===== config.mk =====
export PLATFORM = sky130hd
export DESIGN_NAME = pipe_stage_skid
export DESIGN_NICKNAME = d
export VERILOG_FILES = /design/src/rtl/pipe_stage_skid.sv
export SDC_FILE = /design/constraint.sdc
export NUM_CORES = 1
export LEC_CHECK = 0
export CORE_AREA = 2 2 104 106
export DETAILED_ROUTE_END_ITERATION = 8
export DIE_AREA = 0 0 106 108
export GPL_TIMING_DRIVEN = 0
export PLACE_DENSITY = 0.85
export SYNTH_ARGS = -nofsm -noshare
export SYNTH_HDL_FRONTEND = slang
export SYNTH_SLANG_ARGS = --single-unit

===== constraint.sdc =====
create_clock -name clk -period 2.4 [get_ports clk]
set_input_delay 0.48 -clock clk [delete_from_list [all_inputs] [get_ports clk]]
set_output_delay 0.48 -clock clk [all_outputs]
set_load 0.01 [all_outputs]

===== src/rtl/pipe_stage_skid.sv =====
// Inter-stage pipeline register with a two-entry skid buffer, registered in_ready and flush-to-NOP.
// Optional stall/bubble statistics counters are enabled by defining PIPE_SKID_STATS_EN.
module pipe_stage_skid #(
  parameter int unsigned        DATA_W  = 32,
  parameter int unsigned        PC_W    = 32,
  parameter logic [DATA_W-1:0]  NOP_VAL = '0
) (
  input  logic              clk,
  input  logic              rst,
  input  logic              i_flush,
  input  logic              i_in_valid,
  output logic              o_in_ready,
  input  logic [DATA_W-1:0] i_in_data,
  input  logic [PC_W-1:0]   i_in_pc,
  output logic              o_out_valid,
  input  logic              i_out_ready,
  output logic [DATA_W-1:0] o_out_data,
  output logic [PC_W-1:0]   o_out_pc
`ifdef PIPE_SKID_STATS_EN
  ,
  output logic [31:0]       o_stall_cnt,
  output logic [31:0]       o_bubble_cnt
`endif
);

  typedef enum logic [1:0] {
    EMPTY = 2'd0,
    ONE   = 2'd1,
    TWO   = 2'd2
  } state_t;

  state_t            r_state;
  logic              r_outValid;
  logic              r_inReady;
  logic [DATA_W-1:0] r_mainData;
  logic [PC_W-1:0]   r_mainPc;
  logic [DATA_W-1:0] r_skidData;
  logic [PC_W-1:0]   r_skidPc;

  logic w_accept;
  logic w_emit;

  assign w_accept = i_in_valid & r_inReady;
  assign w_emit   = r_outValid & i_out_ready;

  // Main register always holds the oldest entry; the skid only fills when
  // downstream stalls while an accept is already in flight. Empty slots are
  // kept at NOP/0 so invalid outputs are never X.
  always_ff @(posedge clk) begin
    if (rst || i_flush) begin
      r_state    <= EMPTY;
      r_outValid <= 1'b0;
      r_inReady  <= 1'b1;
      r_mainData <= NOP_VAL;
      r_mainPc   <= '0;
      r_skidData <= NOP_VAL;
      r_skidPc   <= '0;
    end else begin
      case (r_state)
        EMPTY: begin
          if (w_accept) begin
            r_mainData <= i_in_data;
            r_mainPc   <= i_in_pc;
            r_outValid <= 1'b1;
            r_state    <= ONE;
          end
        end
        ONE: begin
          if (w_accept && w_emit) begin
            r_mainData <= i_in_data;
            r_mainPc   <= i_in_pc;
          end else if (w_accept) begin
            r_skidData <= i_in_data;
            r_skidPc   <= i_in_pc;
            r_inReady  <= 1'b0;
            r_state    <= TWO;
          end else if (w_emit) begin
            r_mainData <= NOP_VAL;
            r_mainPc   <= '0;
            r_outValid <= 1'b0;
            r_state    <= EMPTY;
          end
        end
        TWO: begin
          if (w_emit) begin
            r_mainData <= r_skidData;
            r_mainPc   <= r_skidPc;
            r_skidData <= NOP_VAL;
            r_skidPc   <= '0;
            r_inReady  <= 1'b1;
            r_state    <= ONE;
          end
        end
        default: begin
          r_state    <= EMPTY;
          r_outValid <= 1'b0;
          r_inReady  <= 1'b1;
          r_mainData <= NOP_VAL;
          r_mainPc   <= '0;
          r_skidData <= NOP_VAL;
          r_skidPc   <= '0;
        end
      endcase
    end
  end

  assign o_in_ready  = r_inReady;
  assign o_out_valid = r_outValid;
  assign o_out_data  = r_mainData;
  assign o_out_pc    = r_mainPc;

`ifdef PIPE_SKID_STATS_EN
  logic [31:0] r_stallCnt;
  logic [31:0] r_bubbleCnt;

  // Saturating counters survive flush; only reset clears them.
  always_ff @(posedge clk) begin
    if (rst) begin
      r_stallCnt  <= '0;
      r_bubbleCnt <= '0;
    end else begin
      if (r_outValid && !i_out_ready && (r_stallCnt != 32'hFFFF_FFFF))
        r_stallCnt <= r_stallCnt + 32'd1;
      if (!r_outValid && (r_bubbleCnt != 32'hFFFF_FFFF))
        r_bubbleCnt <= r_bubbleCnt + 32'd1;
    end
  end

  assign o_stall_cnt  = r_stallCnt;
  assign o_bubble_cnt = r_bubbleCnt;
`endif

endmodule


* Word-level counts from Yosys, hierarchy flattened
Cells that the tools add are included.
** Word-level totals
- Bits in registers :: 132
- Bits of input ports :: 69
- Output and inout port bits :: 66
- Logic and storage cells :: 58
** Operators by class
- Equal/unequal tests :: 11
- Multiplexer cells :: 29
- Bitwise operators :: 4
- Reductions and logical operators :: 7
** Operators by type and width (number)
- $pmux 32 s3 :: 4
- $mux 32 :: 10
- $ne 2x2->1 const B :: 6
- $reduce_and 4->1 :: 3
- $mux 2 :: 5
- $ne 3x3->1 const B :: 3
- $mux 1 :: 7
- $pmux 1 s3 :: 2
- $pmux 2 s3 :: 1
- $reduce_and 5->1 :: 1
- $and 1x1->1 :: 2
- $eq 2x1->1 const B :: 1
- $eq 2x2->1 const B :: 1
- $logic_not 2->1 :: 1
- $not 1->1 :: 2
- $logic_and 1x1->1 :: 1
- $logic_or 1x1->1 :: 1

* Longest topological paths before layout
- Depth in word-level cells :: 5
- Mapped depth :: 7
- Mapped depth without buffers :: 4

* Least setup slack after synthesis
OpenSTA, ideal clock, no wires.
- Path type :: reg2reg
- Start point :: reg r_outValid, in the netlist o_out_valid
- End point :: reg r_mainPc[18], in the netlist o_out_pc[18]
- Library setup time :: 128 ps
- Data arrival time :: 1360 ps
- Required time :: 2272 ps
- Setup slack :: 913 ps
- Stages on the path, launching flop included :: 7
- Path buffers :: 2
- Period minus slack after synthesis :: 1487 ps
- Cell sequence :: dfxtp_1 nand2_1 a22o_1 buf_4 buf_6 a222oi_1 nor2_1
** On the way
- Longest elaborated chain between the ends :: 4
- Elaborated cells on any way between the ends :: 8
- Classes of those cells :: 3 x eq/ne; 2 x mux; 1 x bitwise; 2 x reduce/logical
** Ends and longest elaborated chain
- start: declaration :: line 33 : logic r_outValid;
- start signal: assignment :: line 52 : r_outValid <= 1'b0;
- start signal: assignment :: line 64 : r_outValid <= 1'b1;
- start signal: assignment :: line 80 : r_outValid <= 1'b0;
- $and 1x1->1 * :: line 44 : assign w_emit = r_outValid & i_out_ready;
- $logic_and 1x1->1 :: line 69 : if (w_accept && w_emit) begin
- $ne 3x3->1 (no source line) or $mux 32 (tied branches)
- $reduce_and 4->1 (no source line) or $pmux 32 s3 (tied branches)
- end signal: assignment :: line 63 : r_mainPc <= i_in_pc;
- end signal: assignment :: line 71 : r_mainPc <= i_in_pc;
- end signal: assignment :: line 87 : r_mainPc <= r_skidPc;
- end: declaration :: line 36 : logic [PC_W-1:0] r_mainPc;
Every way passes the cells marked *; elsewhere a longest branch is shown, timed or not.
A chain may end at the register's enable or synchronous reset.

* Worst setup path after layout
- Start point :: reg r_outValid, in the netlist o_out_valid
- End point :: out o_out_valid
** RTL lines
- end: declaration :: line 15 : output logic o_out_valid,
No word-level cell between the ends.

==> flow_summary_export.csv <==
group,metric,value,unit
logic_synthesis,ys_types,27,
timing,final.setup.worst_slack,0.341,ns
clock_network,cts_tree,"done",
logic_synthesis,synth_top_area_share,50.8,%
timing,drv_slew,0,
worst_setup_path,critPathLaunch,"o_out_valid",
worst_setup_path,critPathArrivalTime,1.58,ns
die,die_h,108,um
timing,max_slew_margin,52.8,%
global_routing,grt_usage,25.4,%
worst_setup_path,crit_type,"reg2out",
logic_synthesis,syn-cell-area,5200,um2
worst_setup_path,path_max_fanout,7,
die,dieArea,11400,um2
worst_setup_path,worstPathCellList,"clkdlybuf4s50_1",
final_layout,utilization,72.0,%
final_layout,fin_nets,756,
worst_setup_path,worstReg2RegStart,"r_state[0]",
placed_design,dp_hpwl,9510,um
logic_synthesis,synthFlopType,"dfxtp_1",
clock_network,cts_root_buf,"clkbuf_8",
timing,fmax,0.486,GHz
worst_hold_path,min_from,"r_skidPc[28]",
final_layout,fin_cells,836,
clock_network,htreeDepth,4,
clock_network,clkLatencyLatePin,0.51,ns
global_routing,grt_pass1_vias,4855,
clock_network,cts.sinks,132,
final_layout,syn2layout_area_growth,41.7,%
routing,dr_total_vias,4775,
logic_synthesis,yosysSeqAreaShare,50.8,%
logic_synthesis,synth-edff-count,0,
timing,timing.final.crit_period,2.06,ns
logic_synthesis,synth-seq-cells,132,
die,ios,135,
clock_network,path_clk_slew,0.06,ns
logic_synthesis,yosysWarnings,0,
placed_design,dpl_cell_area,6710,um2
placed_design,dp.cells,804,
final_layout,drive_gt1_share,10.0,%
timing,setup_viol,0,
worst_setup_path,path_buf_inv,1,
power_and_ir_drop,p_per_area,770,nW/um2
placed_design,pre_cts_ws,0.0772,ns
worst_setup_path,crit_path_start_kind,"register",
clock_network,cts_hold_buffers,0,
worst_setup_path,path_delay_family,"buffers and inverters",
timing,finalHoldViolations,0,
worst_setup_path,cp_data_required_time,1.92,ns
timing,holdWs,0.461,ns
logic_synthesis,synthTopCellsByArea,"dfxtp_1 51%, a222oi_1 12%, mux2i_1 12%",
final_layout,fin_area,7370,um2
routing,drt-total-wl,14400,um
die,rows,37,
clock_network,ctsResizeCount,0,
routing,first_iter_violations,500,
final_layout,antenna_cells,0,
timing,fin_skew,0.0105,ns
power_and_ir_drop,power,5.67,mW
worst_setup_path,cpPeakStageDelay,0.63,ns
worst_setup_path,cp_slowest_cell,"clkdlybuf4s50_1",
logic_synthesis,synth_top_area_cell,"dfxtp_1",
routing,first_pass_iters,8,
logic_synthesis,syn_nets,603,
timing,worst_pin_slew,0.706,ns
global_routing,grt_first_pass_wirelength,23400,um
clock_network,cts_setup_buffers,0,
routing,via_per_inst,5.71,
clock_network,cts_buffers,17,
final_layout,fill_cells,758,
routing,remaining_drc_errors,0,
logic_synthesis,avgSynthCellArea,9.74,um2
worst_setup_path,crit_path_end_kind,"primary output",
power_and_ir_drop,leakage,2.59,nW
die,start_util,50.8,%
outcome,status,"complete, no violations",
routing,ant_nets,0,
logic_synthesis,synth_async_sr_flop_share,0,%
timing,setup_tns,0,ns
die,die_width,106,um
final_layout,seq_area,2640,um2
run,maxCapViolations,0,
logic_synthesis,netlist_instances,534,
logic_synthesis,synth_common_cells,"132 x dfxtp_1, 132 x nand2_1, 69 x nor2_1, 64 x a222oi_1, 64 x mux2i_1",
timing,fin_crit_sh,85.8,%
final_layout,multiInputGateArea,2210,um2
power_and_ir_drop,vdd_drop_max,426,uV
clock_network,cts_buffer_depth,2,
placed_design,io_buffers,134,
die,core-area,10200,um2
global_routing,antenna_found_initial,0,
placed_design,place_congestion,0.836,
worst_hold_path,hold_path_class,"reg2reg",
routing,drt-wirelength-per-cell,17.2,um
global_routing,grt_max_degree,17,
timing,rsz0062_at_grt,"no",
global_routing,overflow,0,
area by class of cell:
type / instances / area share, %
Multi-Input combinational cell: 353 / 30.0
Buffer: 49 / 4.77
Tap cell: 136 / 2.31
Clock buffer: 21 / 6.23
Timing Repair Buffer: 134 / 18.2
Clock inverter: 11 / 2.68
Sequential cell: 132 / 35.9
cell families after synthesis:
kind of cell | after synthesis | share of synthesized area [%]
buffers and inverters | 49 | 6.76
multiplexers | 64 | 12.3
flip-flops | 132 | 50.8
AND/OR/NAND/NOR | 214 | 16.4
AO/OA/AOI/OAI | 74 | 13.5
XOR/XNOR | 1 | 0.168
worst paths after layout:
check	to	slack [ns]	cells after the start
setup / recovery	o_out_valid	0.34	1
setup reg to reg	o_out_data[23]	0.66	6
hold / removal	r_skidPc[28]	0.46	2
hold reg to reg	r_skidPc[28]	0.46	2
flip-flops by register name, summed over array words and instances, names as in the netlist:
signal       count
r_skidPc        32
r_skidData      32
o_out_pc        32
o_out_data      32
r_state          2
o_out_valid      1
o_in_ready       1
report_power, final:
part           total (mW)  internal (mW)  switching (mW)  leakage (nW)
Clock                2.84           1.88           0.956         0.319
Sequential           2.26           2.23          0.0261          1.07
Combinational       0.577          0.303           0.274          1.21
worst register-to-register path: stages, from the launching register on:
cell      delay, ns
dfxtp_1        0.31
buf_6          0.13
a21boi_2       0.17
nor3_4         0.61
buf_6          0.24
a222oi_1       0.09
nor2_1         0.13
placed cells by master, fill, tap and decap left out, types with 2 or more instances in the layout:
cell type	synthesis	layout
nor2_1	69	69
a21oi_1	4	4
buf_2	8	8
clkbuf_16	0	16
buf_6	14	14
nor2b_1	3	3
bufinv_16	0	5
and2_1	2	2
buf_4	14	14
clkdlybuf4s50_1	0	134
a222oi_1	64	64
and3_1	2	2
dfxtp_1	132	132
mux2i_1	64	64
nand2_1	132	132
clkbuf_1	12	13
clkinv_4	0	3
clkbuf_8	0	4
layer usage:
layer  global-route usage, %  vias up  wire length, um
li1                        -     2230                -
met1                    31.6     2308             6040
met5                       0        -                0
met2                    43.4      214             7150
met4                    9.02        0              231
met3                    5.73       23              934
(Power assumes the default switching activity.)
